==> config.mk <==
export PLATFORM = sky130hd
export DESIGN_NAME = bus_edge_detect
export DESIGN_NICKNAME = d
export VERILOG_FILES = /design/src/rtl/bus_fill_checker_edge.sv
export SDC_FILE = /design/constraint.sdc
export NUM_CORES = 1
export LEC_CHECK = 0
export CAP_MARGIN = 0
export CORE_AREA = 2 2 39 41
export CTS_CLUSTER_DIAMETER = 50
export DETAILED_ROUTE_END_ITERATION = 8
export DIE_AREA = 0 0 41 43
export DONT_BUFFER_PORTS = 1
export PLACE_DENSITY = 0.68
export SYNTH_ARGS = -nofsm -noshare
export SYNTH_HDL_FRONTEND = slang
export SYNTH_SLANG_ARGS = --single-unit
==> constraint.sdc <==
create_clock -name CLK -period 0.8 [get_ports CLK]
set_input_delay 0.12 -clock CLK [delete_from_list [all_inputs] [get_ports CLK]]
set_output_delay 0.12 -clock CLK [all_outputs]
set_load 0.05 [all_outputs]
==> src/rtl/bus_fill_checker_edge.sv <==
// Two-stage bus sampler producing the current sample plus per-bit rise/fall.
module bus_edge_detect #(
  parameter int WIDTH = 10
) (
  input  logic             CLK,
  input  logic             RST,
  input  logic [WIDTH-1:0] i_bus,
  output logic [WIDTH-1:0] o_bus_s,
  output logic [WIDTH-1:0] o_rise,
  output logic [WIDTH-1:0] o_fall,
  output logic             o_primed
);

  logic [WIDTH-1:0] r_bus_s;
  logic [WIDTH-1:0] r_bus_p;
  logic             r_primed;

  // r_primed marks that r_bus_s holds a real sample rather than the reset zero.
  always_ff @(posedge CLK or posedge RST) begin
    if (RST) begin
      r_bus_s  <= '0;
      r_bus_p  <= '0;
      r_primed <= 1'b0;
    end else begin
      r_bus_s  <= i_bus;
      r_bus_p  <= r_bus_s;
      r_primed <= 1'b1;
    end
  end

  assign o_bus_s  = r_bus_s;
  assign o_rise   = r_bus_s & ~r_bus_p;
  assign o_fall   = r_bus_p & ~r_bus_s;
  assign o_primed = r_primed;

endmodule

* Word-level counts from Yosys, hierarchy flattened *
Cells that the tools add are included.

word-level totals
  bits in registers = 21
  bits of input ports = 12
  output and inout bits = 31

operators by class
  bitwise operators = 4

operators by type and width
  operator          count
  $and A10 B10 Y10  2
  $not A10 Y10      2

* Logic depth before layout (Yosys ltp) *
  word-level depth = 2
  depth in mapped cells = 1
  gate-level depth less buffers = 1

* Least setup slack after synthesis *
OpenSTA, ideal clock, no wires.

  path type = reg2out
  from = register r_bus_s[0] (netlist: o_bus_s[0])
  to = output port o_rise[0]
  data arrival time = 1.009 ns
  setup slack = -0.329 ns
  cell stages (with the launch flop) = 2
  cell sequence = dfrtp_1 -> and2b_2

between the ends
  cells in the longest elaborated chain, start to end = 1

RTL lines
  what                      line  text
  start: declaration        14    logic [WIDTH-1:0] r_bus_s;
  start signal: assignment  25    r_bus_s <= i_bus;
  $and A10 B10 Y10          32    assign o_rise = r_bus_s & ~r_bus_p;
  end: declaration          9     output logic [WIDTH-1:0] o_rise,

No other way between the ends.

* Final worst setup path *
  from = register r_bus_s[6] (netlist: o_bus_s[6])
  to = output port o_fall[6]

between the ends
  cells in the longest elaborated chain, start to end = 2

RTL lines
  what              line  text
  $not A10 Y10      33    assign o_fall = r_bus_p & ~r_bus_s;
  $and A10 B10 Y10  33
  end: declaration  10    output logic [WIDTH-1:0] o_fall,

No other way between the ends.

==> metrics.txt <==
max cap viols=0; post-synthesis sequential area ratio=74.2%; setup violators final=31; Initial Utilization=51.2%; CTS max path bufs=2; CTS tree=yes; number of synthesized register bits=21; clock network power share=21.9%; chip width=41 µm; height of the chip=43 µm; CP top delay family=flip-flops; syn nets=55; Core ar.=1380 µm²; GR Overflow Total=0; Buffers on Ports=0; layout cells sized above 1=68.8%; Yosys warnings=0; routed length on met2=787 µm; total wire length=1350 µm; largest net degree at the start of global routing=22; routed length per instance=14.5 µm; Worst Skew=0.00707 ns; CP peak stage delay=0.44 ns; floorplan row count=14; final cell area excluding filler cells=1120 µm²; # DRC=0; initial antenna violation count=0; status=finished with violations; failing checks=setup timing; NetSw=0.000705 W; synthesized instance count=43; clock-pin slew on the worst setup and hold paths=0.11 ns; WP data arrival=1.10 ns; Pwr Density=1990 nW/µm²; Flop pwr share=51.9%; IO Pins=43; worst setup path start=o_bus_s[6]; post-synthesis cell area=708 µm²; dominant cells by area after synthesis=dfrtp_1, and2b_2, conb_1, inv_1; first-pass GRT wire length=1950 µm; fillers=92; worst-case hold slack=0.259 ns; P_int=0.00152 W; post-route clock period utilization=152%; uppermost layer routed=met4; Syn Area/Cell=16.5 µm²; Hold Vio Cnt, Final=0; post-route setup TNS=-10.29 ns; CP Capture Type=output pin; cell taking the most area after synthesis=dfrtp_1; Via density=4.86; CTS buffer count=3; gpl congestion=0.560; Vias=452; die area=1760 µm²; R2R Path Start=o_bus_s[6]; DP Area=868 µm²; Synth cell types=4; Worst EP required=0.68 ns; Power Total=0.00223 W; Sink Count=21; combinational power share=26.2%; CP startpoint kind=flip-flop; met3 WL=121 µm; H-tree Lvls=1; max frequency=820 MHz; clock root cell=clkbuf_4; share of Yosys cell area claimed by the top area cell type=74.2%; antenna viol nets, final=0; peak ir drop on the vdd network=0.00169 V; Slew Viols, Final=0; worst skew pair latency=0.30 ns; DRT Pass-1 Iters=2; Hold Path Class=in -> async; switching fraction of total power=31.7%; met1 WL=412 µm; Leak=0.516 nW; DR iter-0 viols=1; vias in the first global route=450; Area growth syn-to-layout=58.1%; Bufs and invs on worst path=0; ANT cells=0; RSZ-0062 raised after global routing=true; fin crit period=1.22 ns; worst-path cell chain=and2b_4; slowest stage cell, crit path=dfrtp_2; CP max FO=3; final setup margin=-0.420 ns; Total GRT Usage=17.4%; Layout Nets=90; WS Path Type=reg -> out
[layout make-up]
class / count / area (µm²) / area share (%)
clock buffer: 3 / 22.5 / 2.01
timing repair buffer: 30 / 328 / 29.3
inverter: 1 / 3.75 / 0.335
clock inverter: 1 / 5.00 / 0.447
sequential: 21 / 538 / 48.0
tap: 16 / 20.0 / 1.79
multi-input combinational: 21 / 203 / 18.1
[flip-flops by register name, summed over array words and instances, names as in the netlist]
signal and cells:
o_bus_s 10, r_bus_p 10, o_primed 1
[through the flow]
stage / setup WS (ns) / util (%) / std cells
after global placement: -0.0642 / 62.7 / 71
after CTS: -0.414 / 76.5 / 90
after global routing: -0.457 / 80.9 / 93
after floorplan: -0.209 / - / 43
final: -0.420 / 80.9 / 93
after detailed placement: -0.0711 / 62.7 / 71
[kinds of logic (layout without fill, tap and decap cells)]
| logic type | count (synthesis) | count (layout) | share of synthesized area (%) |
|---|---|---|---|
| buffers and inverters | 1 | 35 | 0.530 |
| AND/OR/NAND/NOR | 20 | 20 | 24.7 |
| other | 1 | 1 | 0.530 |
| flip-flops | 21 | 21 | 74.2 |
[placed cells by master (no fill, tap or decap)]
master	netlist	final
and2b_4	0	19
dfrtp_2	0	10
buf_8	0	1
dlygate4sd3_1	0	11
inv_1	1	1
dfrtp_1	21	11
conb_1	1	1
clkinv_2	0	1
clkbuf_4	0	3
buf_4	0	7
and2b_2	20	1
buf_6	0	8
buf_12	0	3
[timing repair]
item | in CTS | in global routing
setup endpoints to repair | 31 | 31
gates resized for setup | 12 | 10
endpoints found under the hold margin | 31 | 0
hold buffers | 11 | 0
setup buffers | 4 | 3
[synth_stat cells]
master   instances
conb_1           1
inv_1            1
and2b_2         20
dfrtp_1         21
[path summary, 6_finish.rpt]
path                       cells after the start  slack [ns]          to
min reg2reg                                    0        0.42  r_bus_p[5]
max reg2reg                                    2        0.01  r_bus_p[6]
max in group asynchronous                      3        0.39  o_bus_s[1]
min                                            3        0.26  o_bus_s[0]
min in group CLK                               1        0.36  o_bus_s[2]
max                                            1       -0.42   o_fall[6]
[per-layer routing]
layer | track usage (%) | up-vias
li1 | - | 199
met4 | 12.0 | 0
met1 | 15.6 | 223
met3 | 4.71 | 4
met2 | 30.3 | 26
met5 | 0 | -
[power by group through the flow]
stage	registers (W)	clock network (W)	logic, W
6_report	0.00116	0.000487	0.000584
3_3_place_gp	0.00117	0	0.000470
2_1_floorplan	0.00127	0	0.000285
5_1_grt	0.00117	0.000550	0.000606
4_1_cts	0.00115	0.000504	0.000553
3_5_place_dp	0.00117	0	0.000472
(Power assumes the default switching activity.)
